[src/rtl/reg_write_arbiter_pkg.sv]
// Shared constants for the register write arbiter: byte-lane rw encoding and default sizes.
package reg_write_arbiter_pkg;

  localparam int RW_W = 2;

  localparam logic [RW_W-1:0] LANE_NONE = 2'b00;
  localparam logic [RW_W-1:0] LANE_LO   = 2'b01;
  localparam logic [RW_W-1:0] LANE_HI   = 2'b10;
  localparam logic [RW_W-1:0] LANE_ALL  = 2'b11;

  localparam int SIZE_DEF = 16;
  localparam int NREG_DEF = 8;

endpackage

[src/rtl/reg_write_arbiter_rr_arbiter.sv]
// Combinational round-robin picker: first requester at or above ptr, wrapping modulo N.
module rr_arbiter #(
  parameter int N  = 4,
  parameter int IW = (N > 1) ? $clog2(N) : 1
) (
  input  logic [N-1:0]  req,
  input  logic [IW-1:0] ptr,
  input  logic          en,
  output logic [N-1:0]  gnt,
  output logic [IW-1:0] idx
);

  logic found;

  always_comb begin
    gnt   = '0;
    idx   = '0;
    found = 1'b0;
    for (int i = 0; i < N; i++) begin
      if (en && !found && req[(int'(ptr) + i) % N]) begin
        found                    = 1'b1;
        gnt[(int'(ptr) + i) % N] = 1'b1;
        idx                      = IW'((int'(ptr) + i) % N);
      end
    end
  end

endmodule

[src/rtl/reg_write_arbiter.sv]
// Round-robin arbiter for the shared register-file write bus with registered data/rw outputs.
// Optional macro ARB_LOCK_EN adds req_lock so a requester can keep priority across transfers.
module reg_write_arbiter
  import reg_write_arbiter_pkg::*;
#(
  parameter int NREQ = 4,
  parameter int SIZE = SIZE_DEF,
  parameter int NREG = NREG_DEF,
  parameter int REGW = 3
) (
  input  logic                   clk,
  input  logic                   rst_n,
  input  logic                   hold,
  input  logic [NREQ-1:0]        req,
  input  logic [NREQ*REGW-1:0]   req_dst,
  input  logic [NREQ*RW_W-1:0]   req_lane,
  input  logic [NREQ*SIZE-1:0]   req_data,
`ifdef ARB_LOCK_EN
  input  logic [NREQ-1:0]        req_lock,
`endif
  output logic [NREQ-1:0]        gnt,
  output logic [SIZE-1:0]        bus_data,
  output logic [NREG*RW_W-1:0]   reg_rw,
  output logic                   busy
);

  localparam int PW = (NREQ > 1) ? $clog2(NREQ) : 1;

  // Handshake: a transfer happens at the rising edge where req[k] & gnt[k];
  // the requester holds req and payload stable until then and may drop after.
  logic [PW-1:0]        ptr_q, ptr_d;
  logic [PW-1:0]        win_idx;
  logic [NREQ-1:0]      win_gnt;
  logic                 xfer;
  logic                 lock_hit;
  logic [SIZE-1:0]      sel_data;
  logic [REGW-1:0]      sel_dst;
  logic [RW_W-1:0]      sel_lane;
  logic [SIZE-1:0]      bus_data_q, bus_data_d;
  logic [NREG*RW_W-1:0] reg_rw_q, reg_rw_d;
  logic                 busy_q, busy_d;

  rr_arbiter #(.N(NREQ), .IW(PW)) u_rr (
    .req (req),
    .ptr (ptr_q),
    .en  (rst_n & ~hold),
    .gnt (win_gnt),
    .idx (win_idx)
  );

  assign gnt  = win_gnt;
  assign xfer = |win_gnt;

`ifdef ARB_LOCK_EN
  assign lock_hit = |(win_gnt & req_lock);
`else
  assign lock_hit = 1'b0;
`endif

  // One-hot mux of the winner's payload.
  always_comb begin
    sel_data = '0;
    sel_dst  = '0;
    sel_lane = LANE_NONE;
    for (int k = 0; k < NREQ; k++) begin
      if (win_gnt[k]) begin
        sel_data = req_data[k*SIZE +: SIZE];
        sel_dst  = req_dst[k*REGW +: REGW];
        sel_lane = req_lane[k*RW_W +: RW_W];
      end
    end
  end

  always_comb begin
    ptr_d = ptr_q;
    if (xfer) begin
      if (lock_hit) ptr_d = win_idx;
      else if (win_idx == PW'(NREQ - 1)) ptr_d = '0;
      else ptr_d = win_idx + 1'b1;
    end
  end

  // Out-of-range destinations match no field, so they are consumed without a write.
  always_comb begin
    bus_data_d = bus_data_q;
    reg_rw_d   = '0;
    busy_d     = 1'b0;
    if (xfer) begin
      bus_data_d = sel_data;
      for (int r = 0; r < NREG; r++) begin
        if (sel_dst == REGW'(r)) begin
          reg_rw_d[r*RW_W +: RW_W] = sel_lane;
          busy_d                   = (sel_lane != LANE_NONE);
        end
      end
    end
  end

  always_ff @(posedge clk) begin
    if (!rst_n) begin
      ptr_q      <= '0;
      bus_data_q <= '0;
      reg_rw_q   <= '0;
      busy_q     <= 1'b0;
    end else begin
      ptr_q      <= ptr_d;
      bus_data_q <= bus_data_d;
      reg_rw_q   <= reg_rw_d;
      busy_q     <= busy_d;
    end
  end

  assign bus_data = bus_data_q;
  assign reg_rw   = reg_rw_q;
  assign busy     = busy_q;

endmodule

[config.mk]
export PLATFORM = sky130hd
export DESIGN_NAME = reg_write_arbiter
export DESIGN_NICKNAME = d
export VERILOG_FILES = /design/src/rtl/reg_write_arbiter_pkg.sv /design/src/rtl/reg_write_arbiter_rr_arbiter.sv /design/src/rtl/reg_write_arbiter.sv
export SDC_FILE = /design/constraint.sdc
export NUM_CORES = 1
export LEC_CHECK = 0
export BUFFER_PORTS_ARGS = -buffer_cell sky130_fd_sc_hd__buf_2
export CAP_MARGIN = 25
export CORE_MARGIN = 2
export CORE_UTILIZATION = 46
export CTS_BUF_LIST = sky130_fd_sc_hd__clkbuf_2 sky130_fd_sc_hd__clkbuf_4 sky130_fd_sc_hd__clkbuf_8
export CTS_CLUSTER_SIZE = 16
export DETAILED_ROUTE_END_ITERATION = 16
export HOLD_SLACK_MARGIN = 0.1
export MAX_ROUTING_LAYER = met4
export PLACE_DENSITY = 0.88
export SKIP_CTS_REPAIR_TIMING = 1
export SLEW_MARGIN = 20
export SYNTH_ARGS = -nofsm -noshare
export SYNTH_HDL_FRONTEND = slang
export SYNTH_SLANG_ARGS = --single-unit
[constraint.sdc]
create_clock -name clk -period 4.38 [get_ports clk]
set_input_delay 0.657 -clock clk [delete_from_list [all_inputs] [get_ports clk]]
set_output_delay 0.657 -clock clk [all_outputs]
set_load 0.005 [all_outputs]
==> results of run 1 <==
-- metrics by stage --
step	utilization [%]	instance area, sq um	worst slack (ns)	instances
after detailed placement	61.2	2890	0.525	441
after floorplan	-	2250	0.971	262
after CTS	63.6	3000	0.363	449
after global routing	63.6	3000	0.170	449
final	63.6	3000	0.346	449
after global placement	61.2	2890	0.683	441
-- layer usage --
metal	up-vias	global-route usage, %	wire length, um
met3	19	3.66	619
met4	0	7.88	129
met2	157	42.3	3500
met5	-	-	0
met1	1287	34.9	3000
li1	1272	-	-
-- registers in the layout (all words and copies together) (netlist names), named ones only --
name / flops
bus_data: 16
busy: 1
ptr_q: 1
reg_rw: 16
-- cell usage in the layout (no fill, tap or decap), drive strengths merged, types with 3 or more instances in the layout --
cell type,Yosys,layout
buf,14,132
nand2,24,24
o21ai,25,25
clkbuf,6,5
nor3b,4,4
nand3,20,20
nor4,18,18
a221o,18,18
ha,6,6
clkinv,1,3
a221oi,5,5
a21oi,5,5
inv,9,9
nor2,5,5
nor3,6,6
a31oi,18,18
dfxtp,35,35
and3,5,5
o211a,3,3
or3b,3,3
-- Yosys cell counts, drive strengths merged, types with 2 or more instances --
master / n / area (sq um)
a21oi: 5 / 25.0
a221o: 18 / 181
a221oi: 5 / 73.8
a2bb2oi: 2 / 30.0
a31oi: 18 / 113
a32oi: 2 / 17.5
and2: 2 / 12.5
and3: 5 / 36.3
and3b: 2 / 17.5
and4: 2 / 17.5
buf: 14 / 98.8
clkbuf: 6 / 22.5
dfxtp: 35 / 701
ha: 6 / 75.1
inv: 9 / 33.8
mux4: 2 / 45.0
nand2: 24 / 90.1
nand2b: 2 / 12.5
nand3: 20 / 100
nand3b: 2 / 15.0
nor2: 5 / 18.8
nor2b: 2 / 12.5
nor3: 6 / 35.0
nor3b: 4 / 30.0
nor4: 18 / 125
o211a: 3 / 30.0
o211ai: 2 / 20.0
o21ai: 25 / 129
or3b: 3 / 26.3
or4: 2 / 18.8
-- logic make-up (layout without fill, tap and decap cells) --
kind of cell / count (synthesis) / count (layout) / synth area share, %
AND/OR/NAND/NOR: 100 / 100 / 25.5
AO/OA/AOI/OAI: 86 / 86 / 29.7
flip-flops: 35 / 35 / 31.1
buffers and inverters: 30 / 150 / 7.10
adder cells (fa/ha/maj): 6 / 6 / 3.33
multiplexers: 4 / 4 / 2.94
XOR/XNOR: 1 / 1 / 0.389
-- worst paths after layout --
| kind | from | endpoint | slack (ns) | cells after the start |
|---|---|---|---|---|
| max | ptr_q[1]$_SDFFE_PN0N_ | gnt[1] | 0.35 | 8 |
| min | bus_data[5]$_SDFFE_PN0N_ | bus_data[5]$_SDFFE_PN0N_ | 0.48 | 1 |
| max reg2reg | ptr_q[1]$_SDFFE_PN0N_ | reg_rw[13]$_SDFF_PN0_ | 0.46 | 11 |
| min reg2reg | bus_data[5]$_SDFFE_PN0N_ | bus_data[5]$_SDFFE_PN0N_ | 0.48 | 1 |
-- power breakdown --
| group | total [mW] | internal [mW] | leakage [nW] | switching (mW) |
|---|---|---|---|---|
| Clock | 0.288 | 0.169 | 0.0581 | 0.119 |
| Combinational | 0.836 | 0.356 | 1.02 | 0.480 |
| Sequential | 0.422 | 0.388 | 0.286 | 0.0340 |
| Total | 1.55 | 0.913 | 1.37 | 0.633 |
-- cell type report --
cell class	count	area [sq um]
clock inverter	3	43.8
multi-input combinational	197	1390
clock buffer	5	68.8
sequential	35	701
tap	67	83.8
inverter	10	38.8
timing repair buffer	132	673
fill	387	1720
-- worst max-delay path, cell delays in order, from the launching register on --
cell	delay, ns
sky130_fd_sc_hd__dfxtp_1	0.46
sky130_fd_sc_hd__inv_1	0.14
sky130_fd_sc_hd__ha_1	0.51
sky130_fd_sc_hd__mux4_2	0.63
sky130_fd_sc_hd__or4_4	0.59
sky130_fd_sc_hd__and3_4	0.27
sky130_fd_sc_hd__clkinv_2	0.08
sky130_fd_sc_hd__buf_4	0.25
sky130_fd_sc_hd__buf_2	0.16
==> qor.log, run 1 <==
INFO  yosys          mapped_cell_area=0.00225sqmm
INFO  floorplanning  die_w=74.0um
INFO  yosys          synth-async-reset-ratio=0%
INFO  outcome        run_status=complete, no violations
INFO  setup_path     max_fo_critical_path=22
INFO  drt            route.detailed.vias_per_inst=6.09
INFO  yosys          synthesis.nets=359
INFO  clocking       clkLatencyLatePin=0.29ns
INFO  sta            timing.final.hold_violations=0
INFO  power_and_ir_drop p_leak=1.37nW
INFO  drt            route.final.wire_length=7250um
INFO  yosys          synth_cells=262
INFO  yosys          ys_seq_area_share=31.1%
INFO  placement      gp_congestion=0.963
INFO  clocking       ctsRootBufferMaster=sky130_fd_sc_hd__clkbuf_8
INFO  clocking       tritoncts.num_buffers=5
INFO  run            max_cap_viols=0
INFO  placement      numPortBuffers=127
INFO  yosys          synthFlopType=sky130_fd_sc_hd__dfxtp_1
INFO  clocking       clkSlewWorstSetupHoldPaths=0.07ns
INFO  floorplanning  die_area=0.00548sqmm
INFO  sta            setup_tns=0ns
INFO  yosys          postSynthAreaPerCell=8.61squm
INFO  cells_and_area layout.nets=478
INFO  power_and_ir_drop peakVddDrop=0.236mV
INFO  clocking       tritoncts_num_sinks=35
INFO  power_and_ir_drop cellPowerDensity=515mW/mm^2
INFO  drt            routed_wire_length_per_instance=16.1um
INFO  sta            setup_viol=0
INFO  cells_and_area antennaDiodeCount=0
INFO  yosys          yosys_warnings=0
INFO  yosys          count_of_unique_library_cells_instantiated_by_yosys=54
INFO  floorplanning  floorplan.initialDensity=47.7%
INFO  sta            timing.max_slew.rel_slack=57.8%
INFO  grt            grt_start_max_net_pins=37
INFO  drt            drc_errors=0
INFO  clocking       ctsHtreeMaxLevel=2
INFO  sta            worst_clock_skew=0.00656ns
INFO  grt            grtUsageTotal=26.5%
INFO  yosys          yosys_register_bits=35
INFO  drt            drt_pre_antenna_iters=7
INFO  drt            vias=2735
INFO  floorplanning  io_pins=128
INFO  cells_and_area layout-drive-gt1-share=41.6%
INFO  setup_path     start_to_end_type_of_the_worst_setup_path=flip-flop to output pin
INFO  placement      detailedPlacementHpwl=5340um
INFO  sta            finalMaxSlewViolations=0
INFO  grt            grt_pass1_vias=2327
INFO  cells_and_area area_growth=33.2%
INFO  floorplanning  die_h=74.0um
INFO  setup_path     category_of_the_worst_setup_path_capture_point=output pin
INFO  sta            rsz0062_at_grt=no
INFO  grt            antenna_found_initial=0
INFO  yosys          synth_edf_count=0
INFO  sta            final.hold.worst_slack=0.483ns
INFO  sta            max_freq=0.248GHz
INFO  floorplanning  fp-row-count=25
INFO  clocking       tritoncts=yes
INFO  drt            final_antenna_net_count=0
INFO  hold_path      worstHoldPathType=flip-flop to flip-flop
INFO  sta            transition_time_at_the_pin_with_the_least_slew_margin=0.633ns
INFO  floorplanning  core_region_area=0.00472sqmm
INFO  setup_path     worst_ep_required_time=3.72ns
INFO  drt            drtIter0Drc=294
INFO  sta            timing.final.crit_period=4.03ns
INFO  setup_path     critPathArrivalTime=3.38ns
INFO  clocking       maximum_buffer_depth_of_the_clock_tree=2
INFO  power_and_ir_drop design_power_total=1.55mW
INFO  sta            finalCritPeriodShare=92.1%
INFO  setup_path     critPathLaunchType=flip-flop
INFO  grt            grt_overflow_total=0
INFO  grt            grt_first_pass_wirelength=11100um
No activity file was read; power rests on OpenSTA's default activity.
==> run 2, diff against run 1 <==
Settings changed: CELL_PAD_IN_SITES_DETAIL_PLACEMENT set to 2, CELL_PAD_IN_SITES_GLOBAL_PLACEMENT set to 2, CORE_UTILIZATION 46 to 24, PLACE_DENSITY 0.88 to 0.86.
==> run 2 against run 1 <==
  * Die area up 86%
  * Register-to-register slack worse by 0.21 ns
  * Fmax down 2.7%
  * Clock-buffer cell count up 1
  * Wire length up 34%
  * Largest cell class unchanged
==> qor.log, run 2 (synthesis results as in run 1) <==
INFO  clocking       ctsRootBufferMaster=sky130_fd_sc_hd__clkbuf_8
INFO  cells_and_area fill_cells=1086 [+180%]
INFO  drt            vias=2682 [-1.9%]
INFO  grt            grt_first_pass_wirelength=14300um [+29%]
INFO  sta            worst_clock_skew=0.00921ns [+0.00266 ns]
INFO  sta            rsz0062_at_grt=no
INFO  setup_path     cpPeakStageDelay=0.64ns [about the same]
INFO  outcome        run_status=complete, no violations
INFO  setup_path     category_of_the_worst_setup_path_capture_point=output pin
INFO  clocking       tritoncts_num_sinks=35 [unchanged]
INFO  hold_path      worstHoldPathType=flip-flop to flip-flop
INFO  sta            timing.final.hold_violations=0 [unchanged]
INFO  setup_path     cp_cell_sequence=inv_1 > ha_1 > mux4_2 > or4_4 > and3_4 > clkinv_2 > buf_4 > buf_2
INFO  setup_path     critPathArrivalTime=3.49ns [+0.11 ns]
INFO  drt            drtIter0Drc=122 [-59%]
INFO  drt            routed_wire_length_per_instance=19.6um [+21%]
INFO  grt            grt_pass1_vias=2787 [+20%]
INFO  floorplanning  floorplan.initialDensity=24.5% [-23 points]
INFO  sta            postLayoutSetupSlackWorst=0.233ns [-0.114 ns]
INFO  clocking       clkLatencyLatePin=0.29ns [about the same]
INFO  clocking       tritoncts=yes
INFO  placement      preCtsSetupSlack=0.276ns [-0.249 ns]
INFO  sta            max_freq=0.241GHz [-2.7%]
INFO  cells_and_area area_growth=36.0%
INFO  power_and_ir_drop design_power_total=1.60mW [+3.3%]
INFO  floorplanning  core_region_area=0.00920sqmm [+95%]
INFO  cells_and_area seqCellArea=701squm [unchanged]
INFO  power_and_ir_drop switchingPower=0.671mW [+6.0%]
INFO  placement      placedCellCount=487 [+10%]
INFO  run            max_cap_viols=0 [unchanged]
INFO  cells_and_area final_core_util=33.3% [-30 points]
INFO  grt            antenna_found_initial=0 [unchanged]
INFO  clocking       ctsHtreeMaxLevel=2 [unchanged]
INFO  grt            grtUsageTotal=18.6% [-7.9 points]
INFO  grt            grt_start_max_net_pins=37 [unchanged]
INFO  power_and_ir_drop power.sequential.fraction=26.7% [-0.6 points]
INFO  floorplanning  fp-row-count=35 [+40%]
INFO  cells_and_area layout.nets=480 [+0.42%]
INFO  floorplanning  die_area=0.0102sqmm [+86%]
INFO  clocking       maximum_buffer_depth_of_the_clock_tree=2 [unchanged]
INFO  drt            drt_pre_antenna_iters=4 [-3]
INFO  power_and_ir_drop peakVddDrop=0.143mV [-39%]
INFO  floorplanning  die_h=101um [+36%]
INFO  power_and_ir_drop clock_power_share=18.3% [-0.3 points]
INFO  placement      gp_congestion=0.912 [-5.3%]
INFO  sta            finalCritPeriodShare=94.7% [+2.6 points]
INFO  power_and_ir_drop switching_share=42.0% [+1.1 points]
INFO  drt            route.final.wire_length=9680um [+34%]
INFO  power_and_ir_drop power.combinational.fraction=55.0% [+0.9 points]
INFO  sta            transition_time_at_the_pin_with_the_least_slew_margin=0.697ns [+0.0635 ns]
INFO  power_and_ir_drop cellPowerDensity=521mW/mm^2 [+1.1%]
INFO  placement      postPlaceCellArea=0.00296sqmm [+2.4%]
INFO  setup_path     critPathLaunchType=flip-flop
INFO  cells_and_area stdcell_count=494 [+10%]
INFO  placement      numPortBuffers=127 [unchanged]
INFO  clocking       clkSlewWorstSetupHoldPaths=0.08ns [about the same]
INFO  sta            setup_tns=0ns [unchanged]
INFO  setup_path     start_to_end_type_of_the_worst_setup_path=flip-flop to output pin
INFO  power_and_ir_drop p_int=0.926mW [+1.4%]
INFO  clocking       tritoncts.num_buffers=5 [unchanged]
INFO  floorplanning  io_pins=128 [unchanged]
INFO  sta            timing.final.crit_period=4.15ns [+0.114 ns]
INFO  sta            setup_viol=0 [unchanged]
INFO  cells_and_area most_common_library_cell_in_the_layout_ignoring_fill_and_taps=sky130_fd_sc_hd__buf_2
INFO  cells_and_area layout.cells.most_common_list=127 x sky130_fd_sc_hd__buf_2, 35 x sky130_fd_sc_hd__dfxtp_1, 24 x sky130_fd_sc_hd__nand2_1
INFO  setup_path     crit_path_max_delay_family=simple AND/OR/NAND/NOR gates
INFO  sta            finalMaxSlewViolations=0 [unchanged]
INFO  cells_and_area multi_input_area=0.00139sqmm [unchanged]
INFO  sta            final.hold.worst_slack=0.484ns [+0.000609 ns]
INFO  cells_and_area layout-drive-gt1-share=41.8% [+0.15 points]
INFO  cells_and_area antennaDiodeCount=0 [unchanged]
INFO  setup_path     worst_ep_required_time=3.72ns [about the same]
INFO  power_and_ir_drop p_leak=1.37nW [+0.45%]
INFO  drt            final_antenna_net_count=0 [unchanged]
INFO  setup_path     max_fo_critical_path=22 [unchanged]
INFO  setup_path     critPathBufInv=4 [unchanged]
INFO  cells_and_area finalInstanceArea=0.00307sqmm [+2.1%]
INFO  sta            timing.max_slew.rel_slack=53.4% [-4.4 points]
INFO  setup_path     slowest_cell_on_crit_path=sky130_fd_sc_hd__mux4_2
INFO  drt            drc_errors=0 [unchanged]
INFO  drt            route.detailed.vias_per_inst=5.43 [-11%]
INFO  floorplanning  die_w=101um [+36%]
INFO  grt            grt_overflow_total=0 [unchanged]
INFO  placement      detailedPlacementHpwl=7470um [+40%]
-- run 2: cell types whose count changed in the layout (fill, tap and decap cells not counted), sizes merged --
cell	change
clkinv	-2
clkbuf	+1
buf	+2
-- run 2: worst paths after layout --
kind / startpoint / endpoint / slack [ns] / depth (start not counted)
worst max register to register: ptr_q[1]$_SDFFE_PN0N_ / reg_rw[11]$_SDFF_PN0_ / 0.25 / 11
worst min register to register: bus_data[6]$_SDFFE_PN0N_ / bus_data[6]$_SDFFE_PN0N_ / 0.48 / 1
worst min-delay path: bus_data[6]$_SDFFE_PN0N_ / bus_data[6]$_SDFFE_PN0N_ / 0.48 / 1
worst max-delay path: ptr_q[1]$_SDFFE_PN0N_ / gnt[1] / 0.23 / 8
-- run 2: final cells by class --
class	instances	share of cell area, %
repair buffers	134	22.4
clock inverters	1	0.979
flip-flops and latches	35	22.8
clock buffers	6	2.49
inverters	10	1.26
well taps	111	4.53
multi-input cells	197	45.5
-- run 2: power by group through the flow --
stage                     logic, mW  clock network (mW)  registers (mW)
after detailed placement      0.881                   0           0.433
after CTS                     0.885               0.294           0.427
after floorplan               0.600                   0           0.440
after global placement        0.835                   0           0.430
after global routing          0.973               0.312           0.434
final                         0.879               0.292           0.426
-- run 2: layer usage --
layer	global-route usage (%)	part of all wire, %	vias to the layer above
met5	-	0	-
met1	22.7	44	1307
met4	3.85	0.93	0
met2	32.4	48	101
met3	2.77	6.4	7
li1	-	-	1267
